**config.mk**
```make
export PLATFORM = sky130hd
export DESIGN_NAME = ball_motion
export DESIGN_NICKNAME = d
export VERILOG_FILES = /design/src/rtl/ball_pkg.sv /design/src/rtl/vs_tick.sv /design/src/rtl/ball_motion.sv
export SDC_FILE = /design/constraint.sdc
export NUM_CORES = 1
export LEC_CHECK = 0
export BUFFER_PORTS_ARGS = -buffer_cell sky130_fd_sc_hd__buf_2
export CAP_MARGIN = 30
export CORE_MARGIN = 3
export CORE_UTILIZATION = 30
export DETAILED_ROUTE_END_ITERATION = 7
export REMOVE_ABC_BUFFERS = 1
export SLEW_MARGIN = 10
export SYNTH_ARGS = -nofsm -noshare
export SYNTH_HDL_FRONTEND = slang
export SYNTH_SLANG_ARGS = --single-unit
```
**constraint.sdc**
```tcl
create_clock -name clk_clk -period 5.04 [get_ports clk_clk]
set_clock_uncertainty 0.1 [all_clocks]
set_input_delay 0.504 -clock clk_clk [delete_from_list [all_inputs] [get_ports clk_clk]]
set_output_delay 0.504 -clock clk_clk [all_outputs]
set_load 0.01 [all_outputs]
```
**src/rtl/ball_pkg.sv**
```systemverilog
// Shared constants and types for the ball sprite motion controller:
// HID keycodes, default screen bounds and the run/pause state encoding.
package ball_pkg;

    localparam logic [7:0] KEY_W     = 8'h1A;
    localparam logic [7:0] KEY_A     = 8'h04;
    localparam logic [7:0] KEY_S     = 8'h16;
    localparam logic [7:0] KEY_D     = 8'h07;
    localparam logic [7:0] KEY_SPACE = 8'h2C;

    localparam int SCREEN_X_MIN = 0;
    localparam int SCREEN_X_MAX = 639;
    localparam int SCREEN_Y_MIN = 0;
    localparam int SCREEN_Y_MAX = 479;

    typedef enum logic {
        RUN    = 1'b0,
        PAUSED = 1'b1
    } run_state_t;

endpackage

```
**src/rtl/vs_tick.sv**
```systemverilog
// Brings the asynchronous VGA vertical sync into the clk_clk domain and emits
// a registered one-cycle pulse on each of its rising edges.
module vs_tick (
    input  logic clk_clk,
    input  logic reset_reset,
    input  logic async_in,
    output logic tick
);

    logic sync1_q;
    logic sync2_q;
    logic prev_q;
    logic tick_q;
    logic tick_d;

    // Registered pulse: rising edge sampled at edge N shows as tick in cycle N+2.
    always_comb begin
        tick_d = sync2_q & ~prev_q;
    end

    always_ff @(posedge clk_clk) begin
        if (reset_reset) begin
            sync1_q <= 1'b0;
            sync2_q <= 1'b0;
            prev_q  <= 1'b0;
            tick_q  <= 1'b0;
        end else begin
            sync1_q <= async_in;
            sync2_q <= sync1_q;
            prev_q  <= sync2_q;
            tick_q  <= tick_d;
        end
    end

    assign tick = tick_q;

endmodule

```
**src/rtl/ball_motion.sv**
```systemverilog
// Per-frame ball motion: keyboard-steered direction, edge bounce, and a
// Space-toggled pause that freezes motion while still counting frames.
module ball_motion
    import ball_pkg::*;
#(
    parameter int X_CENTER = 320,
    parameter int Y_CENTER = 240,
    parameter int X_MIN    = SCREEN_X_MIN,
    parameter int X_MAX    = SCREEN_X_MAX,
    parameter int Y_MIN    = SCREEN_Y_MIN,
    parameter int Y_MAX    = SCREEN_Y_MAX,
    parameter int STEP     = 1,
    parameter int SIZE     = 4
) (
    input  logic        clk_clk,
    input  logic        reset_reset,
    input  logic        frame_vs,
    input  logic [7:0]  keycode,
    output logic [9:0]  ball_x,
    output logic [9:0]  ball_y,
    output logic [9:0]  ball_size,
    output logic        paused,
    output logic [15:0] frame_count
);

    localparam logic signed [9:0] STEP_POS = 10'(STEP);
    localparam logic signed [9:0] STEP_NEG = -STEP_POS;

    logic              tick;
    logic [7:0]        kc_q;
    logic              press;
    run_state_t        state_q;
    run_state_t        state_d;
    logic signed [9:0] mx_q;
    logic signed [9:0] my_q;
    logic signed [9:0] mx_d;
    logic signed [9:0] my_d;
    logic [9:0]        ball_x_q;
    logic [9:0]        ball_y_q;
    logic [9:0]        ball_x_d;
    logic [9:0]        ball_y_d;
    logic [15:0]       frame_count_q;

    vs_tick u_vs_tick (
        .clk_clk     (clk_clk),
        .reset_reset (reset_reset),
        .async_in    (frame_vs),
        .tick        (tick)
    );

    assign press = (keycode == KEY_SPACE) && (kc_q != KEY_SPACE);

    always_ff @(posedge clk_clk) begin
        if (reset_reset) begin
            state_q <= RUN;
        end else begin
            state_q <= state_d;
        end
    end

    always_comb begin
        state_d = state_q;
        if (press) begin
            state_d = (state_q == RUN) ? PAUSED : RUN;
        end
    end

    always_comb begin
        paused = (state_q == PAUSED);
    end

    // Key decode first, then bounce on the current position overrides per axis.
    always_comb begin
        mx_d = mx_q;
        my_d = my_q;
        case (keycode)
            KEY_W: begin mx_d = '0;       my_d = STEP_NEG; end
            KEY_S: begin mx_d = '0;       my_d = STEP_POS; end
            KEY_A: begin mx_d = STEP_NEG; my_d = '0;       end
            KEY_D: begin mx_d = STEP_POS; my_d = '0;       end
            default: ;
        endcase
        if ((int'(ball_x_q) + SIZE >= X_MAX) && (mx_d > 0)) begin
            mx_d = STEP_NEG;
        end else if ((int'(ball_x_q) < X_MIN + SIZE) && (mx_d < 0)) begin
            mx_d = STEP_POS;
        end
        if ((int'(ball_y_q) + SIZE >= Y_MAX) && (my_d > 0)) begin
            my_d = STEP_NEG;
        end else if ((int'(ball_y_q) < Y_MIN + SIZE) && (my_d < 0)) begin
            my_d = STEP_POS;
        end
        ball_x_d = ball_x_q + $unsigned(mx_d);
        ball_y_d = ball_y_q + $unsigned(my_d);
    end

    always_ff @(posedge clk_clk) begin
        if (reset_reset) begin
            kc_q          <= 8'h00;
            mx_q          <= '0;
            my_q          <= '0;
            ball_x_q      <= 10'(X_CENTER);
            ball_y_q      <= 10'(Y_CENTER);
            frame_count_q <= '0;
        end else begin
            kc_q <= keycode;
            if (tick) begin
                frame_count_q <= frame_count_q + 16'd1;
                if (state_q == RUN) begin
                    mx_q     <= mx_d;
                    my_q     <= my_d;
                    ball_x_q <= ball_x_d;
                    ball_y_q <= ball_y_d;
                end
            end
        end
    end

    assign ball_x      = ball_x_q;
    assign ball_y      = ball_y_q;
    assign ball_size   = 10'(SIZE);
    assign frame_count = frame_count_q;

endmodule

```
---- After elaboration in Yosys (flattened, before gate mapping) ----
Index checks and enable logic that the tools add are counted.
cells by class
  add/subtract/negate cells ............... 5
  magnitude comparators ................... 8
  equal/unequal tests ..................... 6
  muxes and demuxes ....................... 7
  bitwise operators ....................... 3
  reductions and logical operators ........ 8
operators with widths
  cell                     count
  $pmux W10 S3             2
  $mux W10                 4
  $add A10 B3 Y11 const B  2
  $add A10 B10 Y10         2
  $gt A10 B1 Y1 const B    2
  $lt A10 B1 Y1 const B    2
  $lt A10 B3 Y1 const B    2
  $add A16 B1 Y16 const B  1
  $eq A8 B3 Y1 const B     2
  $eq A8 B5 Y1 const B     2
  $ge A11 B10 Y1 const B   1
  $ge A11 B9 Y1 const B    1
  $eq A8 B6 Y1 const B     1
  $ne A8 B6 Y1 const B     1
  $logic_and A1 B1 Y1      5
  $reduce_or A2 Y1         2
  $not A1 Y1               2
  $reduce_and A2 Y1        1
  $and A1 B1 Y1            1
  $mux W1                  1
word-level totals
  register bits ........................... 69
  input bits .............................. 11
  logic and storage cells ................. 48

---- Longest topological paths before layout ----
Gate-level depths: netlist (run 1).
  depth after elaboration ................. 8
  mapped depth ............................ 19
  mapped depth without buffers ............ 18

---- By module ----
A second synthesis (run 1) with hierarchy kept.
unflattened totals
  cells, all modules ...................... 510
  area, all modules ....................... 4053.9 µm²
by module, submodules not included
  module       instances  cells each  area each (µm²)
  ball_motion  1          502         3942.5
  vs_tick      1          8           111.4

---- Worst setup path before layout (run 1) ----
OpenSTA, ideal clock, no wires.
  path kind ............................... input-to-reg
  start ................................... input keycode[2]
  end ..................................... register ball_y_q[9] (netlist: ball_y[9])
  setup time .............................. 0.123 ns
  arrival ................................. 4.502 ns
  required time ........................... 4.817 ns
  path slack .............................. 0.315 ns
  stages .................................. 18
  buffers on the path ..................... 3
  path through ............................ buf_4 > or4b_1 > or4_1 > buf_6 > a21bo_2 > o311ai_0 > nor2b_1 > nand2_1 > clkbuf_1 > nand2_1 > ha_1 > a21o_1 > a21o_1 > a211oi_1 > o31ai_1 > or2_2 > mux2i_1 > mux2_1
between the ends
  cells in the longest elaborated chain, start to end .. 8
  elaborated cells between the ends (all ways) .. 13
ends and longest elaborated chain
  item                        RTL line            source
  start, declared             ball_motion.sv:18   input logic [7:0] keycode,
  $eq A8 B3 Y1                ball_motion.sv:76   case (keycode)
  $reduce_or A2 Y1 (no line)  n/a
  $pmux W10 S3 (*)            ball_motion.sv:76
  $lt A10 B1 Y1               ball_motion.sv:90   end else if ((int'(ball_y_q) < Y_MIN + SIZE) && (my_d < 0)) begin
  $logic_and A1 B1 Y1         ball_motion.sv:90
  $mux W10                    ball_motion.sv:90
  $mux W10 (*)                ball_motion.sv:88   if ((int'(ball_y_q) + SIZE >= Y_MAX) && (my_d > 0)) begin
  named net my_d[1]           ball_motion.sv:37   logic signed [9:0] my_d;
  $add A10 B10 Y10 (*)        ball_motion.sv:94   ball_y_d = ball_y_q + $unsigned(my_d);
  end signal, assigned        ball_motion.sv:103  ball_y_q <= 10'(Y_CENTER);
  end signal, assigned        ball_motion.sv:113  ball_y_q <= ball_y_d;
  end, declared               ball_motion.sv:39   logic [9:0] ball_y_q;
Mark *: on every way through the listed nets, which the timed path passes. The rest lies on a longest branch.
A chain may end at the register's enable or synchronous reset.

---- Final worst setup path (run 1) ----
  start ................................... input keycode[3]
  end ..................................... register ball_y_q[9] (netlist: ball_y[9])
Same word-level chain as after synthesis.

==> results of run 1 <==
==> worst max-delay path: stages <==
cell and delay (ps):
buf_2 140, or4b_1 530, or4_1 660, a31o_1 310, and4_4 210, or2_2 320
nand2_1 120, ha_1 240, a21o_1 150, a21o_1 200, a211oi_1 340, o31ai_1 150
or2_2 280, mux2i_1 160, mux2_1 330
==> final timing paths <==
check / endpoint / cells past startpoint / from / slack, ps
min: u_vs_tick.tick / 1 / u_vs_tick.prev_q / 280
max: ball_y[9] / 15 / keycode[3] / 520
min reg2reg: u_vs_tick.tick / 1 / u_vs_tick.prev_q / 280
max reg2reg: ball_x[9] / 15 / ball_x[2] / 640
==> per-stage QoR <==
stage | power [W] | instance area (sq um) | setup WS (ps)
after floorplan | 0.0006377 | 4053 | 440.7
after global placement | 0.0006722 | 4571 | 240.4
after detailed placement | 0.0006745 | 4571 | 152.5
after CTS | 0.001297 | 4863 | 514.8
after global routing | 0.001330 | 4883 | 204.6
final | 0.001280 | 4883 | 524.0
==> state kept, by name, summed over array words and instances (netlist names) <==
signal / cells
my_q: 10
u_vs_tick.sync2_q: 1
mx_q: 10
ball_x: 10
paused: 1
u_vs_tick.tick: 1
kc_q: 8
u_vs_tick.prev_q: 1
ball_y: 10
frame_count: 16
u_vs_tick.sync1_q: 1
==> layout by cell type (no fill, tap or decap), types with 3 or more instances in the layout <==
cell	n
a211o_1	6
a211oi_1	4
a21o_1	7
a21oi_1	53
a311oi_1	10
a31oi_1	3
and2_1	3
and3_1	6
buf_2	47
buf_4	8
clkbuf_16	9
clkinv_2	4
conb_1	10
dfxtp_1	69
ha_1	25
inv_1	14
mux2i_1	5
nand2_1	71
nand2b_1	4
nand3_1	10
nand4_1	4
nor2_1	51
nor2b_1	19
nor3_1	8
nor4_1	3
o21a_1	7
o21ai_0	22
or2_2	9
or3_1	16
xnor2_1	9
xor2_1	19
==> area by class of cell <==
| type | instances | area share (%) |
|---|---|---|
| inverter | 14 | 1.076 |
| multi-input combinational | 420 | 53.68 |
| sequential | 69 | 28.29 |
| timing repair buffer | 56 | 6.457 |
| clock inverter | 5 | 1.025 |
| clock buffer | 11 | 4.971 |
| tap | 176 | 4.509 |
==> logic make-up after synthesis <==
family / after synthesis / share of synthesized area, %
xor gates and xnor gates: 28 / 5.799
adders and majority gates: 27 / 8.343
buffers and inverters: 52 / 6.124
AOI/OAI and AO/OA: 134 / 20.59
DFF: 69 / 32.66
other: 2 / 0.1776
muxes: 7 / 1.716
and+or+nand+nor: 214 / 24.59
==> per-layer routing <==
metal	up-vias	wire (microns)	track usage, %
met5	-	0	0
met4	0	173	5.867
met3	11	499	2.230
met2	94	4931	21.34
met1	1795	4697	16.29
li1	1930	-	-
==> power breakdown <==
part	total (W)	switching [W]	internal [W]
registers	0.000567	0.0000102	0.000557
logic	0.0000979	0.0000578	0.0000401
clock network	0.000616	0.000223	0.000392
total	0.00128	0.000291	0.000989
==> impl_metrics.yaml, run 1 <==
timing:
  hold_viol: 0
  finalCriticalPeriod_ps: 4516
  tightestPinTransition_ps: 795.4
  setup_viol: 0
  relSlewSlack_pct: 46.86
  rsz0062_at_grt: "false"
  whs_ps: 283.1
  drv_slew: 0
  setup_tns_ps: 0
  fin_crit_sh_pct: 89.60
  timing.fmax_mhz: 221.4
route:
  via_per_inst: 5.100
  drtAntennaViolNets: 0
  routed_wl_microns: 10300
  drt-initial-drc-count: 253
  drc_errors: 0
  vias: 3830
  routedWlPerCell_microns: 13.72
  drtPass1Iterations: 5
grt:
  grt_util_all_layers_pct: 12.88
  overflow: 0
  antenna_found_initial: 0
  grt_pass1_wl_microns: 16760
  grt_pass1_vias: 3591
  grt_max_degree: 51
placed_design:
  place_inst: 734
  hpwlAfterDp_microns: 7390
  place.gp.congestion: 0.8164
  numPortBuffers: 47
die:
  start_util_pct: 31.31
  core_area_sq_um: 13510
  rows: 42
  die_y_microns: 124.7
  dieWidth_microns: 124.7
  die_area_sq_um: 15560
  ios: 58
synth:
  ys_types: 59
  syn_avg_cell_area_sq_um: 7.934
  async_reset_ff_share_pct: 0
  synth.area.top_cells: "dfxtp_1 (33%), ha_1 (7.4%), nand2_1 (6.3%)"
  synth_area_sq_um: 4229
  synth.yosys.seq_area_share_pct: 32.66
  yosys.area.top_type: "dfxtp_1"
  synthFlopType: "dfxtp_1"
  ys_seq_elements: 69
  synth_common_cells: "nand2_1 (71), dfxtp_1 (69), a21oi_1 (53)"
  synth_top_area_share_pct: 32.66
  syn_inst: 533
  yosys_warnings: 0
  synth_edf_count: 0
  yosysMostFrequentCell: "nand2_1"
power:
  leakage_nw: 2.088
  p_per_area_nw_per_um2: 262.2
  ir_drop_mv: 0.1422
layout:
  postLayoutCoreUtil_pct: 36.16
  diodes: 0
  syn_to_final_growth_pct: 15.47
  finalNonFillerCells: 751
  regArea_sq_um: 1381
  drive_gt1_share_pct: 15.13
  nFillCells: 1399
  final_nets: 608
  multiInputGateArea_sq_um: 2621
clock_tree:
  cts-buffers-inserted: 9
  post-cts-setup-buffer-count: 0
  clkTransAtPathRegs_ps: 60
  cts_hold_buf: 0
  clk_path_buf_depth: 2
  clk_latency_ps: 330
  cts_tree: "done"
  cts_sinks: 69
  post_cts_resized: 0
  cts_root_buffer: "clkbuf_16"
  h-tree-depth: 3
critical_path:
  path_max_fanout: 10
  required_ps: 5160
  end_kind: "flip-flop"
  critPathKind: "input pin to flip-flop"
  start_kind: "input pin"
  cp.arrival_ps: 4640
flow_run:
  timing.max_cap.violations: 0
status:
  outcome: "finished, final reports clean"
hold_path:
  hp-class: "flip-flop to flip-flop"
Note: power is estimated with default switching activity, not from simulation.
==> run 2, diff against run 1 <==
Settings changed: CORE_ASPECT_RATIO set to 1.4.
==> impl_metrics.yaml, run 2 (synthesis gave the netlist of run 1 again) <==
critical_path:
  critPathBufInv: 1
  required_ps: 5150
  cpPeakStageDelay_ps: 690
  end_kind: "flip-flop"
  path_cells: "buf_2 -> or4b_1 -> or4_1 -> a31o_1 -> and4_4 -> or2_2 -> nand2_1 -> ha_1 -> a21o_1 -> a21o_1 -> a211oi_1 -> o31ai_1 -> or2_2 -> mux2i_1 -> mux2_1"
  path_max_fanout: 10
  cp_slowest_cell: "or4_1"
  critPathKind: "input pin to flip-flop"
  cp.arrival_ps: 4700
  start_kind: "input pin"
  critPathTopFamily: "simple AND/OR/NAND/NOR gates"
grt:
  grt_max_degree: 51
  met2_usage_pct: 24.18
  grt_busiest_layer: "met2"
  grt_pass1_vias: 3698
  overflow: 0
  grt_pass1_wl_microns: 17550
  met1_usage_pct: 15.75
  grt_util_all_layers_pct: 13.48
  antenna_found_initial: 0
  use_met3_pct: 2.477
status:
  outcome: "finished, final reports clean"
timing:
  tightestPinTransition_ps: 943.5
  setup_tns_ps: 0
  fin_ws_ps: 449.9
  drv_slew: 0
  setup_viol: 0
  relSlewSlack_pct: 37.10
  fin_crit_sh_pct: 91.07
  timing.fmax_mhz: 217.9
  finalCriticalPeriod_ps: 4590
  rsz0062_at_grt: "false"
  hold_viol: 0
power:
  p_seq_share_pct: 44.5
  leakage_nw: 2.072
  switching_share_pct: 23.48
  comb_power_share_pct: 7.6
  power.internal_w: 0.0009726
  ir_drop_mv: 0.1548
  p_per_area_nw_per_um2: 261.2
  switching_power_w: 0.0002985
  design_power_total_w: 0.001271
  power_frac_clock_pct: 47.9
clock_tree:
  clkTransAtPathRegs_ps: 60
  cts_hold_buf: 0
  cts_sinks: 69
  cts_root_buffer: "clkbuf_16"
  cts_tree: "done"
  post_cts_resized: 0
  cts-buffers-inserted: 9
  clk_path_buf_depth: 2
  h-tree-depth: 3
  clk_latency_ps: 330
  post-cts-setup-buffer-count: 0
die:
  start_util_pct: 31.15
  ios: 58
  rows: 50
  die_area_sq_um: 15580
  dieWidth_microns: 106.3
  core_area_sq_um: 13580
  die_y_microns: 146.5
layout:
  nFillCells: 1442
  postLayoutCoreUtil_pct: 35.85
  diodes: 0
  largest_reg_flops: 16
  mostFrequentLayoutCell: "nand2_1"
  drive_gt1_share_pct: 14.98
  syn_to_final_growth_pct: 15.09
  most-common-layout-cells: "nand2_1 (71), dfxtp_1 (69), a21oi_1 (53), nor2_1 (51), buf_2 (47)"
  final_area_sq_um: 4867
  final_nets: 608
placed_design:
  placed_cell_area_sq_um: 4586
  dp_slack_ps: 118.6
  hpwlAfterDp_microns: 7353
  numPortBuffers: 47
  place.gp.congestion: 0.7960
hold_path:
  hp-class: "input pin to flip-flop"
route:
  drtAntennaViolNets: 0
  drc_errors: 0
  routedWlPerCell_microns: 13.54
  vias: 3807
  routed_wl_microns: 10230
  drtPass1Iterations: 4
  drt-initial-drc-count: 125
  via_per_inst: 5.036
flow_run:
  timing.max_cap.violations: 0
-- run 2: metrics by stage --
stage / hold slack (ps) / instances
floorplan: 267.4 / 503
finish: 285.1 / 756
CTS: 280.3 / 756
global route: 296.4 / 756
global placement: 280.3 / 741
detailed placement: 281.6 / 741
-- run 2: area by class of cell --
type	instances	area [sq um]	share of cell area, %
multi-input combinational	420	2621	53.86
sequential	69	1381	28.38
timing repair buffer	56	302.8	6.221
clock buffer	10	229.0	4.704
tap	182	227.7	4.679
clock inverter	5	52.55	1.080
inverter	14	52.55	1.080
-- run 2: routing by layer --
metal / wire length, microns / vias to the layer above / part of all wire, %
met3: 360 / 12 / 3.5
met5: 0 / - / 0
met1: 4423 / 1792 / 43
li1: - / 1927 / -
met4: 199 / 0 / 1.9
met2: 5250 / 76 / 51
-- run 2: worst paths after layout --
kind,startpoint,end,slack (ps),cells after the start
max,keycode[3],ball_y[9],450,15
min,frame_vs,u_vs_tick.sync1_q,290,2
max reg2reg,ball_x[2],ball_x[9],450,15
min reg2reg,u_vs_tick.prev_q,u_vs_tick.tick,290,1
-- run 2: power groups by stage --
stage          registers (W)   logic, W  clock network, W
2_1_floorplan       0.000577  0.0000611                 0
3_3_place_gp        0.000578  0.0000945                 0
3_5_place_dp        0.000578  0.0000961                 0
4_1_cts             0.000566  0.0000967          0.000622
5_1_grt             0.000568   0.000109          0.000650
6_report            0.000566  0.0000962          0.000609
-- run 2: worst reg2reg max path, delay by kind of cell, from the launching register on --
family / cells / cell delay [ps]
AOI/OAI and AO/OA: 8 / 1850
adders and majority gates: 2 / 670
buffers and inverters: 1 / 110
DFF: 1 / 460
muxes: 1 / 350
and+or+nand+nor: 3 / 920
==> run 3, diff against run 2 <==
Settings changed: CAP_MARGIN 30 to 5, CTS_CLUSTER_DIAMETER set to 50.
Clock period 5.04 ns to 5.3 ns, I/O delays scaled along.
==> impl_metrics.yaml, run 3 (synthesis gave the netlist of run 1 again) <==
route:
  drtAntennaViolNets: 0
  routed_wl_microns: 10400
  vias: 3810
  drtPass1Iterations: 4
  drt-initial-drc-count: 121
  routedWlPerCell_microns: 13.77
  drc_errors: 0
  via_per_inst: 5.046
clock_tree:
  post-cts-setup-buffer-count: 0
  cts-buffers-inserted: 9
  h-tree-depth: 3
  cts_hold_buf: 0
  clk_path_buf_depth: 2
  cts_tree: "done"
  clkTransAtPathRegs_ps: 60
  clk_latency_ps: 340
  cts_root_buffer: "clkbuf_16"
  post_cts_resized: 0
  cts_sinks: 69
timing:
  drv_slew: 0
  hold_viol: 0
  fin_ws_ps: 568.5
  setup_tns_ps: 0
  timing.fmax_mhz: 211.3
  whs_ps: 287.6
  setup_viol: 0
  relSlewSlack_pct: 39.24
  finalCriticalPeriod_ps: 4732
  rsz0062_at_grt: "false"
  tightestPinTransition_ps: 909.5
  fin_crit_sh_pct: 89.27
placed_design:
  dp_slack_ps: 242.6
  hpwlAfterDp_microns: 7405
  placed_cell_area_sq_um: 4578
  numPortBuffers: 47
  place.gp.congestion: 0.8080
grt:
  antenna_found_initial: 0
  met2_usage_pct: 24.71
  grt_max_degree: 47
  grt_busiest_layer: "met2"
  use_met3_pct: 2.698
  grt_pass1_wl_microns: 17860
  grt_util_all_layers_pct: 13.81
  overflow: 0
  met1_usage_pct: 16.20
  grt_pass1_vias: 3761
layout:
  final_area_sq_um: 4845
  syn_to_final_growth_pct: 14.56
  largest_reg_flops: 16
  diodes: 0
  final_nets: 607
  mostFrequentLayoutCell: "nand2_1"
  most-common-layout-cells: "nand2_1 (71), dfxtp_1 (69), a21oi_1 (53), nor2_1 (51), buf_2 (47)"
  drive_gt1_share_pct: 15.01
  postLayoutCoreUtil_pct: 35.69
critical_path:
  start_kind: "input pin"
  path_max_fanout: 10
  cpPeakStageDelay_ps: 680
  end_kind: "flip-flop"
  critPathKind: "input pin to flip-flop"
  required_ps: 5430
  cp.arrival_ps: 4860
  crit_path_frequent_cell: "nand2_1"
  reg2regPathDepth: 17
  path_cells: "buf_2 -> or4b_1 -> or4_1 -> a21bo_2 -> o311ai_0 -> nor2b_1 -> nand2_1 -> buf_4 -> nand2_1 -> ha_1 -> or3_1 -> a211oi_1 -> o31ai_1 -> or2_2 -> mux2i_1 -> mux2_1"
  cp_slowest_cell: "or4_1"
power:
  p_seq_share_pct: 45.7
  switching_power_w: 0.0003006
  power.internal_w: 0.0008784
  power_frac_clock_pct: 46.5
  comb_power_share_pct: 7.8
  leakage_nw: 2.053
  ir_drop_mv: 0.1380
  switching_share_pct: 25.50
  p_per_area_nw_per_um2: 243.4
die:
  dieWidth_microns: 106.3
  die_y_microns: 146.5
  ios: 58
  die_area_sq_um: 15580
  core_area_sq_um: 13580
  start_util_pct: 31.15
  rows: 50
hold_path:
  hp-class: "flip-flop to flip-flop"
  hold_depth: 1
flow_run:
  timing.max_cap.violations: 0
status:
  outcome: "finished, final reports clean"
[run 3: changes by cell type in the layout (fill, tap and decap cells not counted), sizes merged]
cell / before / now
buf: 56 / 55
bufinv: 1 / 0
clkbuf: 10 / 9
clkinvlp: 1 / 3
[run 3: metrics by stage]
| step | instances | total power (W) |
|---|---|---|
| after global routing | 755 | 0.001227 |
| after CTS | 755 | 0.001190 |
| final | 755 | 0.001179 |
| after floorplan | 503 | 0.0006064 |
| after detailed placement | 740 | 0.0006416 |
| after global placement | 740 | 0.0006390 |
[run 3: area by class of cell]
cell class                 instances  area, sq um
clock buffer                       9        225.2
clock inverter                     6        41.29
fill                            1435         8731
inverter                          14        52.55
multi-input combinational        420         2621
sequential                        69         1381
tap                              182        227.7
timing repair buffer              55        295.3
[run 3: path summary, 6_finish.rpt]
| check | from | endpoint | slack (ps) |
|---|---|---|---|
| worst min register to register | u_vs_tick.prev_q | u_vs_tick.tick | 290 |
| worst max-delay path | keycode[3] | ball_y[9] | 570 |
| worst min-delay path | u_vs_tick.prev_q | u_vs_tick.tick | 290 |
| worst max register to register | ball_y[2] | ball_y[9] | 650 |
[run 3: worst max-delay path, delay by kind of cell]
| family | cells | cell delay [ps] |
|---|---|---|
| multiplexers | 2 | 490 |
| AND/OR/NAND/NOR | 7 | 2280 |
| buffers and inverters | 2 | 330 |
| AO/OA/AOI/OAI | 4 | 1010 |
| adder cells (fa/ha/maj) | 1 | 210 |
[run 3: routing by layer]
metal,wire length [microns],vias to the layer above,share of wire [%]
li1,-,1919,-
met1,4573,1810,44
met2,5316,69,51
met3,344,12,3.3
met4,165,0,1.6
met5,0,-,0
[run 3: power by group through the flow]
stage / clock network (W) / logic [W] / registers (W)
floorplan: 0 / 0.0000581 / 0.000548
global placement: 0 / 0.0000895 / 0.000549
detailed placement: 0 / 0.0000917 / 0.000550
CTS: 0.000560 / 0.0000922 / 0.000538
global route: 0.000584 / 0.000104 / 0.000540
finish: 0.000549 / 0.0000919 / 0.000538
